===== src/rtl/edge_magnitude_pkg.sv =====
// Shared definitions for the edge-detection output pipeline.
package edge_magnitude_pkg;

  localparam int unsigned PIXEL_SIZE_DEF = 12;
  localparam int unsigned CONV_SIZE_DEF  = PIXEL_SIZE_DEF + 4;

  // Unsigned output pixel and signed convolution word at the default width
  typedef logic        [PIXEL_SIZE_DEF-1:0] pixel_t;
  typedef logic signed [CONV_SIZE_DEF-1:0]  conv_t;

  localparam pixel_t PIXEL_MAX = '1;

endpackage


===== src/rtl/edge_magnitude_position.sv =====
// Row/column tracker for the incoming pixel stream; produces the border
// and last-pixel flags for the pixel presented this cycle.
module frame_position_counter
  import edge_magnitude_pkg::*;
#(
  parameter int unsigned ROW_SIZE = 640,
  parameter int unsigned NUM_ROWS = 480
) (
  input  logic clk,
  input  logic rst_n,
  input  logic valid_in,
  input  logic sof,
  output logic border,
  output logic last
);

  localparam int unsigned COL_W = (ROW_SIZE > 1) ? $clog2(ROW_SIZE) : 1;
  localparam int unsigned ROW_W = (NUM_ROWS > 1) ? $clog2(NUM_ROWS) : 1;
  localparam logic [COL_W-1:0] COL_LAST = COL_W'(ROW_SIZE - 1);
  localparam logic [ROW_W-1:0] ROW_LAST = ROW_W'(NUM_ROWS - 1);

  logic [COL_W-1:0] col, cur_col;
  logic [ROW_W-1:0] row, cur_row;

  // Position of the current pixel: sof forces row 0, col 0
  always_comb begin
    cur_col = sof ? '0 : col;
    cur_row = sof ? '0 : row;
    border  = (32'(cur_row) < 32'd2) || (32'(cur_col) < 32'd2);
    last    = (cur_row == ROW_LAST) && (cur_col == COL_LAST);
  end

  // Advance the counters one position per valid pixel, wrapping at row/frame end
  always_ff @(posedge clk or negedge rst_n) begin
    if (!rst_n) begin
      col <= '0;
      row <= '0;
    end else if (valid_in) begin
      if (cur_col == COL_LAST) begin
        col <= '0;
        row <= (cur_row == ROW_LAST) ? '0 : cur_row + 1'b1;
      end else begin
        col <= cur_col + 1'b1;
        row <= cur_row;
      end
    end
  end

endmodule


===== src/rtl/edge_magnitude.sv =====
// L1 gradient magnitude |gx|+|gy| with saturation and frame-border blanking.
// Two-stage pipeline, no backpressure; valid travels with its data.
module edge_magnitude
  import edge_magnitude_pkg::*;
#(
  parameter int unsigned PIXEL_SIZE = PIXEL_SIZE_DEF,
  parameter int unsigned ROW_SIZE   = 640,
  parameter int unsigned NUM_ROWS   = 480
) (
  input  logic                           clk,
  input  logic                           rst_n,
  input  logic signed [PIXEL_SIZE+3:0]   gx,
  input  logic signed [PIXEL_SIZE+3:0]   gy,
  input  logic                           valid_in,
  input  logic                           sof,
  output logic        [PIXEL_SIZE-1:0]   out_pixel,
  output logic                           valid_out,
  output logic                           eof_out
);

  localparam int unsigned CW = PIXEL_SIZE + 4;

  logic          pos_border, pos_last;
  logic [CW-1:0] abs_gx, abs_gy;

  logic          s1_valid, s1_border, s1_last;
  logic [CW-1:0] s1_abs_gx, s1_abs_gy;

  logic [CW:0]           sum;
  logic [PIXEL_SIZE-1:0] mag;

  frame_position_counter #(
    .ROW_SIZE (ROW_SIZE),
    .NUM_ROWS (NUM_ROWS)
  ) u_pos (
    .clk      (clk),
    .rst_n    (rst_n),
    .valid_in (valid_in),
    .sof      (sof),
    .border   (pos_border),
    .last     (pos_last)
  );

  // Absolute values as unsigned: the most negative input maps to 2^(CW-1) exactly
  always_comb begin
    abs_gx = gx[CW-1] ? (~$unsigned(gx) + 1'b1) : $unsigned(gx);
    abs_gy = gy[CW-1] ? (~$unsigned(gy) + 1'b1) : $unsigned(gy);
  end

  // Stage 1: capture magnitudes and position flags for each valid pixel
  always_ff @(posedge clk or negedge rst_n) begin
    if (!rst_n) begin
      s1_valid  <= 1'b0;
      s1_abs_gx <= '0;
      s1_abs_gy <= '0;
      s1_border <= 1'b0;
      s1_last   <= 1'b0;
    end else begin
      s1_valid <= valid_in;
      if (valid_in) begin
        s1_abs_gx <= abs_gx;
        s1_abs_gy <= abs_gy;
        s1_border <= pos_border;
        s1_last   <= pos_last;
      end
    end
  end

  // Sum with one bit of headroom, then saturate or blank
  always_comb begin
    sum = {1'b0, s1_abs_gx} + {1'b0, s1_abs_gy};
    if (s1_border)
      mag = '0;
    else if (|sum[CW:PIXEL_SIZE])
      mag = '1;
    else
      mag = sum[PIXEL_SIZE-1:0];
  end

  // Stage 2: output register; out_pixel holds across idle cycles
  always_ff @(posedge clk or negedge rst_n) begin
    if (!rst_n) begin
      out_pixel <= '0;
      valid_out <= 1'b0;
      eof_out   <= 1'b0;
    end else begin
      valid_out <= s1_valid;
      eof_out   <= s1_valid & s1_last;
      if (s1_valid)
        out_pixel <= mag;
    end
  end

endmodule


===== config.mk =====
export PLATFORM = sky130hd
export DESIGN_NAME = edge_magnitude
export DESIGN_NICKNAME = d
export VERILOG_FILES = /design/src/rtl/edge_magnitude_pkg.sv /design/src/rtl/edge_magnitude_position.sv /design/src/rtl/edge_magnitude.sv
export SDC_FILE = /design/constraint.sdc
export NUM_CORES = 1
export LEC_CHECK = 0
export BUFFER_PORTS_ARGS = -buffer_cell sky130_fd_sc_hd__clkbuf_2
export CAP_MARGIN = 30
export CORE_ASPECT_RATIO = 0.5
export CORE_MARGIN = 2
export CORE_UTILIZATION = 34
export DETAILED_ROUTE_END_ITERATION = 16
export RECOVER_POWER = 25
export SKIP_LAST_GASP = 1
export SYNTH_ARGS = -nofsm -noshare
export SYNTH_HDL_FRONTEND = slang
export SYNTH_HIERARCHICAL = 1
export SYNTH_SLANG_ARGS = --single-unit

===== constraint.sdc =====
create_clock -name clk -period 2.2 [get_ports clk]
set_input_delay 0.44 -clock clk [delete_from_list [all_inputs] [get_ports clk]]
set_output_delay 0.44 -clock clk [all_outputs]
set_load 0.02 [all_outputs]

==> reports/metrics.yaml <==
cells_and_area:
  diodes: 0
  drive_gt1_share_pct: 24.7
  syn2layout_area_growth_pct: 26.3
  multiInputGateArea_sq_mm: 0.00247
  regArea_sq_mm: 0.00170
  design_area_sq_mm: 0.00550
  stdcell_count: 756
  utilization_pct: 43.7
  fill_cells: 1238
  final_nets: 639
timing:
  final.setup.worst_slack_ps: -244
  relSlewSlack_pct: 23.4
  tightest_slew_ps: 1150
  finalHoldViolCount: 0
  fmax_mhz: 409
  finalSetupViolCount: 12
  final_max_slew_viol_count: 0
  post-route-min-period_ps: 2440
  fin_crit_sh_pct: 111
  rsz0062_at_grt: "true"
  fin_worst_skew_ps: 6.98
global_routing:
  grt_first_pass_wirelength_mm: 17.9
  grt_pass1_vias: 3877
  track_usage_pct: 16.2
  grt_overflow: 0
  antenna_found_initial: 0
  grt_max_degree: 66
clock_tree:
  cts_hold_buf: 0
  clkTransAtPathRegs_ps: 60
  cts_root_buffer: "clkbuf_16"
  clk_latency_ps: 340
  cts_made_buffers: 9
  h-tree-depth: 3
  clk_path_buf_depth: 2
  cts.sinks: 68
  cts_tree: "built"
setup_path:
  r2r_cells: 8
  worstPathMaxFanout: 12
  r2r-start: "s1_abs_gx[1]$_DFFE_PN0P_"
  crit_buf_inv: 1
  crit_arrival_ps: 2660
  worstPathCellList: "ha_1, a211o_1, a211oi_2, nor3_1, or3_1, a222oi_1, buf_4, a21oi_1"
  cp-start-kind: "flop"
  critical_path.top_delay_family: "compound AO/OA/AOI/OAI gates"
  crit_type: "flop to flop"
  rrSetupSlack_ps: -240
  crit_required_ps: 2420
  slowest_delay_ps: 370
  timing.rr.end: "out_pixel[5]$_DFFE_PN0P_"
  end_kind: "flop"
  cpMaxStageDelayCell: "dfrtp_1"
logic_synthesis:
  synth_top_area_cell: "dfrtp_1"
  avgSynthCellArea_sq_um: 8.96
  ys_warn_count: 6
  ys_seq_area_share_pct: 39.1
  ys.flop_type: "dfrtp_1"
  synth_seq_cells: 68
  synth_top_area_share_pct: 39.1
  synth_edf_count: 0
  synthDistinctLibCells: 63
  async_flop_share_pct: 100
  synthTopCellsByArea: "dfrtp_1 39%, a21oi_1 7.7%, ha_1 5.7%"
  syn-cell-area_sq_mm: 0.00436
  synthCells: 486
  syn_nets: 543
place:
  io_buffers: 49
  gp_congestion: 0.844
  dpl_worst_slack_ps: -263
  dpl.cell_count: 741
  hpwl_mm: 7.75
  post_dp_cell_area_sq_mm: 0.00521
detailed_routing:
  ant_nets: 0
  viasPerCell: 5.17
  dr_total_vias: 3905
  routedWlPerCell_um: 13.8
  drt_iter0_markers: 175
  drc_errors: 0
  drt-total-wl_mm: 10.4
  drtPass1Iterations: 4
floorplan:
  die_h_um: 84.0
  fp.dieW_um: 164
  num_rows: 29
  ios: 50
  die-area_sq_mm: 0.0138
  core_sq_mm: 0.0126
  initial_core_util_pct: 34.6
run:
  maxCapViolations: 0
hold_path:
  hp-class: "primary input to async pin"
status:
  violations: "negative setup slack"
  status: "finished, violations left"
power_and_ir_drop:
  ir_drop_mv: 0.390
  powerDensity_mw_per_mm2: 759
  cellLeakagePower_nw: 2.48
  p_total_w: 0.00418
per-stage QoR:
step / hold WS [ps] / TNS (ps)
after floorplan: 144 / -2050
after global placement: 431 / -2960
after detailed placement: 425 / -2920
after CTS: 80.4 / -3000
after global routing: 407 / -4880
final: 310 / -2770
registers in the layout (all words and copies together), names as in the netlist:
name / count
s1_last: 1
u_pos/col: 10
s1_border: 1
s1_abs_gy: 16
valid_out: 1
u_pos/row: 9
s1_abs_gx: 16
s1_valid: 1
eof_out: 1
out_pixel: 12
how the worst max path moves through the flow:
| stage | startpoint | to | slack [ps] | cells past startpoint |
|---|---|---|---|---|
| 6_report | s1_abs_gx[1]$_DFFE_PN0P_ | out_pixel[5]$_DFFE_PN0P_ | -240 | 8 |
| 4_1_cts | s1_abs_gx[0]$_DFFE_PN0P_ | out_pixel[5]$_DFFE_PN0P_ | -270 | 9 |
| 2_1_floorplan | s1_abs_gx[1]$_DFFE_PN0P_ | out_pixel[10]$_DFFE_PN0P_ | -200 | 8 |
| 3_3_place_gp | s1_abs_gx[0]$_DFFE_PN0P_ | out_pixel[10]$_DFFE_PN0P_ | -250 | 9 |
| 5_1_grt | s1_abs_gx[12]$_DFFE_PN0P_ | out_pixel[5]$_DFFE_PN0P_ | -430 | 8 |
| 3_5_place_dp | s1_abs_gx[0]$_DFFE_PN0P_ | out_pixel[5]$_DFFE_PN0P_ | -260 | 9 |
timing repair:
action / in CTS / in global routing
resized for setup: 0 / 1
buffers inserted: 0 / 0
setup endpoints to repair: 12 / 12
pin swaps: 0 / 0
cell type report:
type                    count  share of cell area (%)
flip-flops and latches     68                    30.9
repair buffers            113                    13.6
clock buffers              11                    4.60
clock inverters             4                   0.887
multi-input cells         373                    44.9
inverters                  17                    1.16
well taps                 170                    3.87
cell usage in the layout (no fill, tap or decap), types with 5 or more instances in the layout:
cell        n
nand4_1     6
mux2_2      5
a21oi_1    67
inv_1      17
or3_1       7
o22ai_1     8
nand2_1    32
nor4_1      5
clkbuf_16   9
nor2_1     44
a21o_1      8
dfrtp_1    68
mux2i_1     6
clkbuf_2   47
ha_1       19
a31oi_1     9
nor2b_1    12
buf_4      61
nor3_1     10
o31ai_1     7
nand3_1     6
xnor2_1     8
xor2_1     28
o21ai_1     6
o21ai_0    12
cell usage after synthesis, drive strengths merged (3+ instances only):
cell type	number
dfrtp	68
a21oi	67
nor2	45
nand2	33
xor2	28
ha	20
o21ai	18
inv	17
clkbuf	16
buf	12
nor2b	12
nor3	11
a31oi	9
a21o	8
nor4	8
o22ai	8
xnor2	8
o31ai	7
or3	7
mux2i	6
nand3	6
nand4	6
mux2	5
nand4b	5
a31o	4
nand3b	4
o41ai	4
or4	4
a211oi	3
a41oi	3
nand2b	3
routing by layer:
layer / track usage, % / up-vias / part of all wire (%)
met5: 0 / - / 0
met4: 4.78 / 0 / 1.2
met3: 4.12 / 12 / 2.6
met2: 28.3 / 33 / 49
met1: 19.6 / 1896 / 47
li1: - / 1964 / -
worst reg2reg max path, delay by kind of cell (launching register included):
family	cells	cell delay, ps
compound gates	4	940
simple gates	2	450
fa+ha+maj	1	320
flops	1	370
buf+inv	1	240
where the power goes:
group | internal (W) | switching (W) | leakage [nW] | total (W)
combinational | 0.000587 | 0.000645 | 1.48 | 0.00123
clock | 0.000930 | 0.000539 | 0.151 | 0.00147
sequential | 0.00138 | 0.0000977 | 0.844 | 0.00147
cells by family (layout without fill, tap and decap cells):
| family | count (synthesis) | count (layout) | share of synthesized area, % |
|---|---|---|---|
| DFF | 68 | 68 | 39.1 |
| xor gates and xnor gates | 36 | 36 | 7.24 |
| AOI/OAI and AO/OA | 147 | 147 | 20.7 |
| adders and majority gates | 21 | 21 | 6.21 |
| buffers and inverters | 45 | 145 | 4.34 |
| and+or+nand+nor | 158 | 158 | 19.7 |
| muxes | 11 | 11 | 2.67 |
Note: power is estimated with default switching activity, not from simulation.
